--- src/rtl/traffic_fsm_if.sv ---
// Traffic controller bus: mode/request inputs and light/debug outputs.
// Clock and reset stay plain ports on the controller.
interface traffic_fsm_if;
  logic       night;
  logic       ped_req;
  logic [1:0] light_a;
  logic [1:0] light_b;
  logic [2:0] phase;
  logic       ped_pend;

  modport master (
    output night,
    output ped_req,
    input  light_a,
    input  light_b,
    input  phase,
    input  ped_pend
  );

  modport slave (
    input  night,
    input  ped_req,
    output light_a,
    output light_b,
    output phase,
    output ped_pend
  );
endinterface

--- src/rtl/traffic_fsm.sv ---
// Two-approach traffic light controller with night flashing mode.
// Pedestrian cut-short is enabled by defining TRAFFIC_PED_EN.
module traffic_fsm #(
  parameter int TICKS_PER_SEC = 50000000,
  parameter int T_GREEN       = 20,
  parameter int T_YELLOW      = 3,
  parameter int T_ALLRED      = 1,
  parameter int T_MIN_GREEN   = 5
) (
  input  logic clk,
  input  logic reset,
  traffic_fsm_if.slave bus
);

  typedef enum logic [2:0] {
    ALLRED_A = 3'd0,
    GREEN_A  = 3'd1,
    YELLOW_A = 3'd2,
    ALLRED_B = 3'd3,
    GREEN_B  = 3'd4,
    YELLOW_B = 3'd5,
    FLASH    = 3'd6,
    BAD      = 3'd7
  } state_t;

  localparam logic [1:0] RED = 2'b00;
  localparam logic [1:0] YEL = 2'b01;
  localparam logic [1:0] GRN = 2'b10;
  localparam logic [1:0] OFF = 2'b11;

  localparam longint unsigned TPS   = longint'(TICKS_PER_SEC);
  localparam longint unsigned N_GRN = longint'(T_GREEN) * TPS;
  localparam longint unsigned N_YEL = longint'(T_YELLOW) * TPS;
  localparam longint unsigned N_ARD = longint'(T_ALLRED) * TPS;
  localparam longint unsigned N_MIN = longint'(T_MIN_GREEN) * TPS;

  localparam longint unsigned M1 = (N_GRN > N_YEL) ? N_GRN : N_YEL;
  localparam longint unsigned M2 = (M1 > N_ARD) ? M1 : N_ARD;
  localparam longint unsigned NMAX = (M2 > TPS) ? M2 : TPS;
  localparam int CW = (NMAX > 1) ? $clog2(NMAX) : 1;

  localparam logic [CW-1:0] L_GRN = CW'(N_GRN - 1);
  localparam logic [CW-1:0] L_YEL = CW'(N_YEL - 1);
  localparam logic [CW-1:0] L_ARD = CW'(N_ARD - 1);
  localparam logic [CW-1:0] L_MIN = CW'(N_MIN - 1);
  localparam logic [CW-1:0] L_SEC = CW'(TPS - 1);

  state_t      st;
  state_t      nst;
  logic [CW-1:0] cnt;
  logic [CW-1:0] lim;
  logic        off;
  logic        noff;
  logic        done;
  logic        cut;
  logic        pend;
  logic [1:0]  la;
  logic [1:0]  lb;
  logic [1:0]  nla;
  logic [1:0]  nlb;

  always_comb begin
    lim = L_SEC;
    unique case (st)
      ALLRED_A, ALLRED_B: lim = L_ARD;
      GREEN_A, GREEN_B:   lim = L_GRN;
      YELLOW_A, YELLOW_B: lim = L_YEL;
      FLASH, BAD:         lim = L_SEC;
    endcase
  end

  assign done = (cnt == lim);

`ifdef TRAFFIC_PED_EN
  // Early exit from green once the minimum green has elapsed.
  assign cut = pend && (cnt >= L_MIN) &&
               ((st == GREEN_A) || (st == GREEN_B));
`else
  assign cut = 1'b0;
`endif

  always_comb begin
    nst  = st;
    noff = off;
    if (st == FLASH) begin
      if (!bus.night)
        nst = ALLRED_A;
      else if (done)
        noff = ~off;
    end else if (bus.night) begin
      nst  = FLASH;
      noff = 1'b0;
    end else begin
      unique case (st)
        ALLRED_A: if (done)        nst = GREEN_A;
        GREEN_A:  if (done || cut) nst = YELLOW_A;
        YELLOW_A: if (done)        nst = ALLRED_B;
        ALLRED_B: if (done)        nst = GREEN_B;
        GREEN_B:  if (done || cut) nst = YELLOW_B;
        YELLOW_B: if (done)        nst = ALLRED_A;
        FLASH:                     nst = ALLRED_A;
        BAD:                       nst = ALLRED_A;
      endcase
    end
  end

  // Lights are decoded from the next state so they change with it.
  always_comb begin
    nla = RED;
    nlb = RED;
    unique case (nst)
      GREEN_A:  nla = GRN;
      YELLOW_A: nla = YEL;
      GREEN_B:  nlb = GRN;
      YELLOW_B: nlb = YEL;
      FLASH: begin
        nla = noff ? OFF : YEL;
        nlb = noff ? OFF : YEL;
      end
      ALLRED_A, ALLRED_B, BAD: begin
        nla = RED;
        nlb = RED;
      end
    endcase
  end

  always_ff @(posedge clk or posedge reset) begin
    if (reset) begin
      st  <= ALLRED_A;
      cnt <= '0;
      off <= 1'b0;
      la  <= RED;
      lb  <= RED;
    end else begin
      st  <= nst;
      off <= noff;
      la  <= nla;
      lb  <= nlb;
      if ((nst != st) || (st == FLASH && done))
        cnt <= '0;
      else
        cnt <= cnt + CW'(1);
    end
  end

`ifdef TRAFFIC_PED_EN
  logic clr;

  // Only the normal yellow->all-red step serves a request; leaving FLASH
  // keeps it so the cut-short applies to the next green.
  assign clr = ((st == YELLOW_A) && (nst == ALLRED_B)) ||
               ((st == YELLOW_B) && (nst == ALLRED_A));

  always_ff @(posedge clk or posedge reset) begin
    if (reset)
      pend <= 1'b0;
    else
      pend <= bus.ped_req | (pend & ~clr);
  end
`else
  assign pend = 1'b0;
`endif

  assign bus.phase    = st;
  assign bus.light_a  = la;
  assign bus.light_b  = lb;
  assign bus.ped_pend = pend;

endmodule
--- src/flat_wrapper.sv ---
// flat-port wrapper written by rule: the top's interface ports become plain ports
module traffic_fsm_flat 
#(
  parameter int TICKS_PER_SEC = 50000000,
  parameter int T_GREEN       = 20,
  parameter int T_YELLOW      = 3,
  parameter int T_ALLRED      = 1,
  parameter int T_MIN_GREEN   = 5
)
  (clk, reset, bus_night, bus_ped_req, bus_light_a, bus_light_b, bus_phase, bus_ped_pend);
  traffic_fsm_if bus_i ();
  input  logic clk;
  input  logic reset;
  input wire logic [$bits(bus_i.night)-1:0] bus_night;
  input wire logic [$bits(bus_i.ped_req)-1:0] bus_ped_req;
  output wire logic [$bits(bus_i.light_a)-1:0] bus_light_a;
  output wire logic [$bits(bus_i.light_b)-1:0] bus_light_b;
  output wire logic [$bits(bus_i.phase)-1:0] bus_phase;
  output wire logic [$bits(bus_i.ped_pend)-1:0] bus_ped_pend;
  assign bus_i.night = bus_night;
  assign bus_i.ped_req = bus_ped_req;
  assign bus_light_a = bus_i.light_a;
  assign bus_light_b = bus_i.light_b;
  assign bus_phase = bus_i.phase;
  assign bus_ped_pend = bus_i.ped_pend;
  traffic_fsm #(.TICKS_PER_SEC(TICKS_PER_SEC), .T_GREEN(T_GREEN), .T_YELLOW(T_YELLOW), .T_ALLRED(T_ALLRED), .T_MIN_GREEN(T_MIN_GREEN)) u_core (.clk(clk), .reset(reset), .bus(bus_i));
endmodule
--- config.mk ---
export PLATFORM = sky130hd
export DESIGN_NAME = traffic_fsm_flat
export DESIGN_NICKNAME = d
export VERILOG_FILES = /design/src/rtl/traffic_fsm_if.sv /design/src/rtl/traffic_fsm.sv /design/src/flat_wrapper.sv
export SDC_FILE = /design/constraint.sdc
export NUM_CORES = 1
export LEC_CHECK = 0
export ABC_CLOCK_PERIOD_IN_PS = 7700
export CAP_MARGIN = 20
export CORE_MARGIN = 1.5
export CORE_UTILIZATION = 47
export CTS_BUF_LIST = sky130_fd_sc_hd__clkbuf_4 sky130_fd_sc_hd__clkbuf_8
export DETAILED_ROUTE_END_ITERATION = 6
export PLACE_DENSITY = 0.73
export SLEW_MARGIN = 10
export SYNTH_ARGS = -nofsm -noshare
export SYNTH_HDL_FRONTEND = slang
export SYNTH_SLANG_ARGS = --single-unit
--- constraint.sdc ---
create_clock -name clk -period 7.7 [get_ports clk]
set_clock_uncertainty 0.15 [all_clocks]
set_input_delay 1.54 -clock clk [delete_from_list [all_inputs] [get_ports clk]]
set_output_delay 1.54 -clock clk [all_outputs]
set_load 0.02 [all_outputs]
Word-level counts from Yosys, hierarchy flattened

Memories as Yosys holds them, arrays and structs flattened.
Index checks and enable logic that the tools add are counted.
W data, S select, Z words.

Multiplexer cells: 18
Add/sub/neg operators: 1
Bitwise operators: 1
Eq/ne operators: 14
Reductions and logical operators: 3

Operators by type and width:

| cell                    | number |
|---|---|
| $add A30 B1 Y30 const B | 1 |
| $eq A30 B30 Y1          | 1 |
| $mux W30                | 1 |
| $mux W3                 | 9 |
| $eq A3 B3 Y1 const B    | 7 |
| $pmux W3 S7             | 1 |
| $pmux W2 S3             | 2 |
| $eq A3 B2 Y1 const B    | 3 |
| $eq A3 B1 Y1 const B    | 2 |
| $mux W1                 | 4 |
| $logic_not A3 Y1        | 1 |
| $ne A3 B3 Y1            | 1 |
| $mux W2                 | 1 |
| $logic_and A1 B1 Y1     | 1 |
| $logic_or A1 B1 Y1      | 1 |
| $not A1 Y1              | 1 |

Output and inout port bits: 8
Flip-flop bits (word level): 38
Input bits: 4
ROM bits: 112
Memories kept: 1

Memory list:

| name            | depth | bits a word | rd ports | clocked after memory_dff | wr ports | RTL line          | text |
|---|---|---|---|---|---|---|---|
| (no name shown) | 8     | 14          | 1        | 0                        | 0        | traffic_fsm.sv:64 | `unique case (st)` |

Depth between registers and ports, before layout

Gate-level depths: netlist (run 1).
An unclocked memory read counts as a cell.

Depth in word-level cells: 9
Depth in mapped cells: 12
Mapped depth without buffers: 10

Least setup slack after synthesis (run 1)

No wires, ideal clock.

Path kind: input to register
Start: in bus_night
End: reg u_core.cnt[19]
Stages: 10
Path slack: 4.511 ns
Arrival: 2.911 ns
Setup time: 0.129 ns
Cells stage by stage: buf_2 > inv_1 > a21oi_1 > o21ai_0 > o21bai_1 > a32o_1 > nand4_1 > buf_2 > buf_6 > nor3_2

Word-level cells in the longest chain between the ends: 5

RTL lines:

| element                           | RTL line                             | text |
|---|---|---|
| start, declared                   | flat_wrapper.sv:14                   | `input wire logic [$bits(bus_i.night)-1:0] bus_night;` |
| $mux W3, on equally long branches | traffic_fsm.sv:90, traffic_fsm.sv:86 |  |
| $mux W3 *                         | traffic_fsm.sv:85                    | `if (st == FLASH) begin` |
| $ne A3 B3 Y1 *                    | traffic_fsm.sv:139                   | `if ((nst != st) \|\| (st == FLASH && done))` |
| $logic_or A1 B1 Y1 *              | traffic_fsm.sv:139                   |  |
| $mux W30 *                        | traffic_fsm.sv:139                   |  |
| end signal, assigned              | traffic_fsm.sv:142                   | `cnt <= cnt + CW'(1);` |
| end, declared                     | traffic_fsm.sv:50                    | `logic [CW-1:0] cnt;` |

Mark *: on every way between the ends. The rest lies on a longest branch, timed or not.

Worst setup path in the final report (run 1)

Start: in bus_night
End: reg u_core.cnt[16]

The elaborated chain is that of the path after synthesis.

==> results.json, run 1 <==
{
  "routed_wl_um": 4830,
  "crit_path_start_kind": "input pin",
  "cts-root-buf": "clkbuf_8",
  "timing.hold.ws_ps": 357,
  "cts_tree": "yes",
  "die_area_mm2": 0.00571,
  "core_area_mm2": 0.00507,
  "crit_start": "bus_night",
  "yosys.area_share.simple_pct": 30.2,
  "ys.flop_type": "dfrtp_1",
  "hp-class": "flop to flop",
  "whs_path_depth": 1,
  "peakVddDrop_uv": 129,
  "gp_congestion": 0.874,
  "holdCritStartpoint": "u_core.cnt[0]",
  "ys_seq_area_share_pct": 38.4,
  "synth_top_family_by_area": "simple AND/OR/NAND/NOR gates",
  "layout_min_cycle_time_ps": 3710,
  "critPathArrivalTime_ps": 3720,
  "dpl.hpwl_um": 3260,
  "port_buffers": 9,
  "clkLatencyLatePin_ps": 290,
  "vias": 1840,
  "synthXorXnorAreaFrac_pct": 9.91,
  "grt_pass1_vias": 1713,
  "tightest_slew_ps": 635,
  "cts_buffers": 5,
  "synth_warnings": 0,
  "grt_use_total_pct": 18.8,
  "synth_area_mm2": 0.00247,
  "tns_ps": 0,
  "cts-htree-levels": 2,
  "p_leak_uw": 0.00111,
  "via_per_inst": 5.56,
  "globalRouteMet3Util_pct": 3.17,
  "path_cells": "clkdlybuf4s50_1 -> inv_1 -> a21oi_1 -> o21ai_0 -> o21bai_1 -> a32o_1 -> nand4_1 -> buf_4 -> nor3_1",
  "netlist_instances": 255,
  "drc": 0,
  "p_per_area_mw_per_mm2": 251,
  "hold_buffers": 0,
  "std_cell_rows": 26,
  "fmax_ghz": 0.270,
  "rrSetupSlack_ps": 4300,
  "cpMaxStageDelayCell": "clkdlybuf4s50_1",
  "place_area_mm2": 0.00260,
  "ys_types": 56,
  "grt_pass1_wl_um": 8080,
  "path_max_fanout": 29,
  "reg2reg_to": "u_core.cnt[29]",
  "die_y_um": 75.5,
  "slew_headroom_pct": 57.7,
  "initial_core_util_pct": 48.7,
  "layout_worst_path_cycle_share_pct": 48.2,
  "avgRoutedWirePerCell_um": 14.6,
  "holdPathEnd": "u_core.cnt[0]",
  "cts_max_path_buffers": 2,
  "clkTransAtPathRegs_ps": 70,
  "antenna_found_initial": 0,
  "synth_mux_area_share_pct": 1.77,
  "clock_sinks": 38,
  "diodes": 0,
  "synth_nets": 267,
  "regToRegStartpoint": "u_core.bus.phase[1]",
  "dr.first_iter.drc_count": 88,
  "finalHoldViolations": 0,
  "maxCapViolations": 0,
  "avgSynthCellArea_um2": 9.70,
  "status": "complete, no violations",
  "cts_setup_buffers": 0,
  "postRouteAntennaNets": 0,
  "drv_slew": 0,
  "ys_ff_latch": 38,
  "async_flop_share_pct": 100,
  "cts_resized": 0,
  "grt_busiest_layer": "met2",
  "final-setup-viol-count": 0,
  "yosys.area_share.adder_pct": 4.05,
  "overflow": 0,
  "synth_edf_count": 0,
  "critPathRequiredTime_ps": 7710,
  "totalPowerFinal_uw": 680,
  "drive_above_1_share_pct": 14.6,
  "final_net_count": 273,
  "end_kind": "flop",
  "synth-compound-area-share_pct": 10.6,
  "met1_usage_pct": 25.4,
  "reg2reg_depth": 10,
  "cpPeakStageDelay_ps": 750,
  "gr-usage-met2_pct": 30.4,
  "final_util_pct": 53.5,
  "grt_max_degree": 39,
  "fin_area_mm2": 0.00272,
  "rsz0062_at_grt": "false",
  "fp.dieW_um": 75.5,
  "firstDrtPassIters": 4,
  "num_io_pins": 12,
  "crit_type": "input pin to flop",
  "area_growth_pct": 9.76
}
-- logic make-up after synthesis --
logic type,Yosys count
AOI/OAI and AO/OA,32
other,1
and+or+nand+nor,120
DFF,38
xor gates and xnor gates,28
adders and majority gates,8
muxes,4
buffers and inverters,24
-- Yosys cell counts, types with 2 or more instances --
cell type	n	share of area, %
nor3b_1	2	0.61
and2_1	3	0.76
inv_1	9	1.4
nor2b_1	4	1.0
xor2_1	19	6.7
o221ai_2	2	1.2
or3_1	2	0.51
o32ai_1	2	0.71
nor4b_1	3	1.1
mux2i_1	3	1.2
nor3_2	10	4.0
nor3_1	20	4.0
nand4_1	4	1.0
nand2b_1	2	0.51
nor2_1	11	1.7
buf_2	6	1.2
nor4_1	2	0.51
buf_6	2	0.91
o21ai_0	6	1.2
xnor2_1	9	3.2
ha_1	8	4.0
o22ai_1	2	0.51
nand3_1	18	3.6
nor2_4	2	0.91
dfrtp_1	38	38
and3_1	6	1.5
nand2_1	18	2.7
and4_1	4	1.4
clkbuf_1	4	0.61
a21oi_1	8	1.6
-- worst max-delay path by stage --
stage	cells after the start	endpoint
6_report	9	u_core.cnt[16]
5_1_grt	9	u_core.cnt[16]
4_1_cts	9	u_core.cnt[16]
3_5_place_dp	9	u_core.cnt[29]
3_3_place_gp	9	u_core.cnt[14]
2_1_floorplan	10	u_core.cnt[19]
-- per-stage QoR --
stage               worst slack [ps]  std cells
global route                    3900        331
global placement                3770        324
detailed placement              3720        324
finish                          3990        331
CTS                             4030        331
floorplan                       4510        255
-- per-layer routing --
layer	up-vias	share of wire, %
met3	6	3.8
met4	0	1.6
met5	-	0
li1	921	-
met1	885	47
met2	28	47
-- state kept, by name (all words and copies together) (netlist names) --
| signal | cells |
|---|---|
| u_core.off | 1 |
| u_core.cnt | 30 |
| u_core.bus.phase | 3 |
| u_core.bus.light_b | 2 |
| u_core.bus.light_a | 2 |
-- worst max-delay path, delay by kind of cell --
family          cells  cell delay, ps
buf+inv             3            1260
compound gates      4             710
simple gates        2             200
-- cell type report --
type / instances / area [um2]
Tap cell: 70 / 87.6
Clock inverter: 1 / 30.0
Multi-Input combinational cell: 193 / 1410
Clock buffer: 6 / 82.6
Fill cell: 483 / 2360
Sequential cell: 38 / 951
Inverter: 11 / 46.3
Timing Repair Buffer: 12 / 113
-- placed cells by master (no fill, tap or decap), types with 3 or more instances in the layout --
cell	Yosys	routed
mux2i_1	3	3
xor2_1	19	19
clkbuf_8	0	6
o21ai_0	6	6
and4_1	4	4
ha_1	8	8
inv_1	9	9
nor4b_1	3	3
clkdlybuf4s50_1	0	9
xnor2_1	9	9
and3_1	6	6
nor2_1	11	11
buf_4	1	3
nand2_1	18	18
and2_1	3	3
a21oi_1	8	7
nor2b_1	4	4
nor3_2	10	10
nand4_1	4	4
nor3_1	20	20
nand3_1	18	18
dfrtp_1	38	38
-- where the power goes --
| group | leakage (uW) | switching [uW] | internal, uW |
|---|---|---|---|
| registers | 0.000519 | 30.7 | 217 |
| clock network | 0.0000573 | 68.2 | 104 |
| logic | 0.000531 | 160 | 101 |
No activity file was read; power rests on OpenSTA's default activity.
==> run 2: changes to the inputs <==
- ABC_CLOCK_PERIOD_IN_PS: 7700 -> 3200
- PLACE_DENSITY: 0.73 -> 0.75
- clock period: 7.7 -> 3.2 ns (I/O delays scaled with it)
==> results.json, run 2 (synthesis results as in run 1) <==
{
  "gp_congestion": 0.913,
  "postRouteAntennaNets": 0,
  "grt_use_total_pct": 18.8,
  "layout_worst_path_cycle_share_pct": 91.8,
  "final-setup-viol-count": 0,
  "drive_above_1_share_pct": 16.5,
  "fin_area_mm2": 0.00275,
  "dr.first_iter.drc_count": 64,
  "cts_buffers": 5,
  "largest_register_ffs": 30,
  "diodes": 0,
  "cts_resized": 0,
  "end_kind": "flop",
  "via_per_inst": 5.51,
  "finalHoldViolations": 0,
  "overflow": 0,
  "cts_max_path_buffers": 2,
  "cts-root-buf": "clkbuf_8",
  "critPathArrivalTime_ps": 2940,
  "num_io_pins": 12,
  "clkTransAtPathRegs_ps": 70,
  "grt_max_degree": 39,
  "vias": 1857,
  "tns_ps": 0,
  "cts-htree-levels": 2,
  "fmax_ghz": 0.341,
  "fill_cells": 502,
  "drv_slew": 0,
  "avgRoutedWirePerCell_um": 14.5,
  "path_max_fanout": 30,
  "firstDrtPassIters": 6,
  "hp-class": "flop to flop",
  "seqPwrFrac_pct": 35.3,
  "cts_tree": "yes",
  "maxCapViolations": 0,
  "cp_num_buf_inv": 2,
  "die_y_um": 75.5,
  "p_int_uw": 974,
  "area_growth_pct": 11.1,
  "crit_type": "flop to flop",
  "crit_family": "simple AND/OR/NAND/NOR gates",
  "final_net_count": 278,
  "initial_core_util_pct": 48.7,
  "sw_frac_of_total_pct": 39.6,
  "place_area_mm2": 0.00265,
  "tightest_slew_ps": 610,
  "p_per_area_mw_per_mm2": 587,
  "peakVddDrop_uv": 376,
  "die_area_mm2": 0.00571,
  "grt_pass1_wl_um": 8220,
  "cpMaxStageDelayCell": "dfrtp_1",
  "fp.dieW_um": 75.5,
  "std_cell_rows": 26,
  "crit_start": "u_core.bus.phase[0]",
  "clkLatencyLatePin_ps": 290,
  "path_cells": "inv_1 -> ha_1 -> mux2i_2 -> nor4b_4 -> o2111ai_2 -> nor2_4 -> nand2_1 -> a21oi_2 -> buf_4 -> nor3_1",
  "antenna_found_initial": 0,
  "rsz0062_at_grt": "false",
  "status": "complete, no violations",
  "dpl.hpwl_um": 3460,
  "grt_pass1_vias": 1761,
  "core_area_mm2": 0.00507,
  "cpPeakStageDelay_ps": 450,
  "final_cell_mix": "38 x dfrtp_1, 20 x nor3_1, 19 x xor2_1",
  "final_common_cell": "dfrtp_1",
  "largest-register": "u_core.cnt",
  "slew_headroom_pct": 59.2,
  "hold_buffers": 0,
  "routed_wl_um": 4870,
  "critPathRequiredTime_ps": 3210,
  "port_buffers": 9,
  "pwr-share-comb_pct": 43.8,
  "regToRegStartpoint": "u_core.bus.phase[0]",
  "pwr-share-clk_pct": 20.9,
  "p_leak_uw": 0.00113,
  "crit_path_start_kind": "flop",
  "clock_sinks": 38,
  "switching_power_uw": 638,
  "holdCritStartpoint": "u_core.cnt[0]",
  "layout_min_cycle_time_ps": 2940,
  "drc": 0,
  "cts_setup_buffers": 0
}
==> run 2: changes by cell type in the layout (fill, tap and decap cells not counted), sizes merged <==
| cell | before | now |
|---|---|---|
| bufinv | 1 | 0 |
| clkinv | 1 | 2 |
| clkinvlp | 0 | 1 |
| buf | 3 | 8 |
==> run 2: path summary, 6_finish.rpt <==
check                            endpoint  slack (ps)  depth (start not counted)
max                         u_core.cnt[2]         260                         10
min                         u_core.cnt[0]         350                          1
max reg2reg                 u_core.cnt[2]         260                         10
min reg2reg                 u_core.cnt[0]         350                          1
max in group asynchronous  u_core.cnt[22]        1970                          3
min in group asynchronous   u_core.cnt[6]         610                          3
==> run 2: metal layers <==
layer	up-vias	track usage, %	share of wire (%)
met5	-	0	0
met4	0	3.57	0.60
met3	4	4.76	2.9
met2	28	30.7	49
met1	890	25.7	47
li1	935	-	-
==> run 2: metrics by stage <==
step / hold slack (ps) / worst slack [ps] / utilization, % / total power [uW] / instances
final: 348 / 263 / 54.1 / 1610 / 337
after global routing: 370 / 1.38 / 54.1 / 1710 / 337
after CTS: 353 / 254 / 54.1 / 1620 / 337
after detailed placement: 339 / 257 / 52.3 / 1280 / 329
after global placement: 334 / 303 / 52.3 / 1270 / 329
after floorplan: 311 / 246 / - / 1100 / 255
==> run 2: final cells by class <==
class	instances	area, um2	share of cell area [%]
multi-input combinational	193	1410	51.1
clock buffer	6	82.6	3.01
inverter	11	46.3	1.68
timing repair buffer	17	163	5.92
clock inverter	2	12.5	0.455
sequential	38	951	34.6
tap	70	87.6	3.19
==> run 2: power by group through the flow <==
stage / logic, uW / registers [uW] / clock network [uW]
6_report: 706 / 569 / 338
5_1_grt: 771 / 574 / 368
4_1_cts: 705 / 569 / 349
3_5_place_dp: 702 / 579 / 0
3_3_place_gp: 699 / 573 / 0
2_1_floorplan: 503 / 596 / 0
==> run 2: worst register-to-register path, stage by stage, from the launching register on <==
cell and delay [ps]:
dfrtp_1 450, inv_1 150, ha_1 280, mux2i_2 240, nor4b_4 250, o2111ai_2 240, nor2_4 300, nand2_1 100
a21oi_2 140, buf_4 360, nor3_1 140
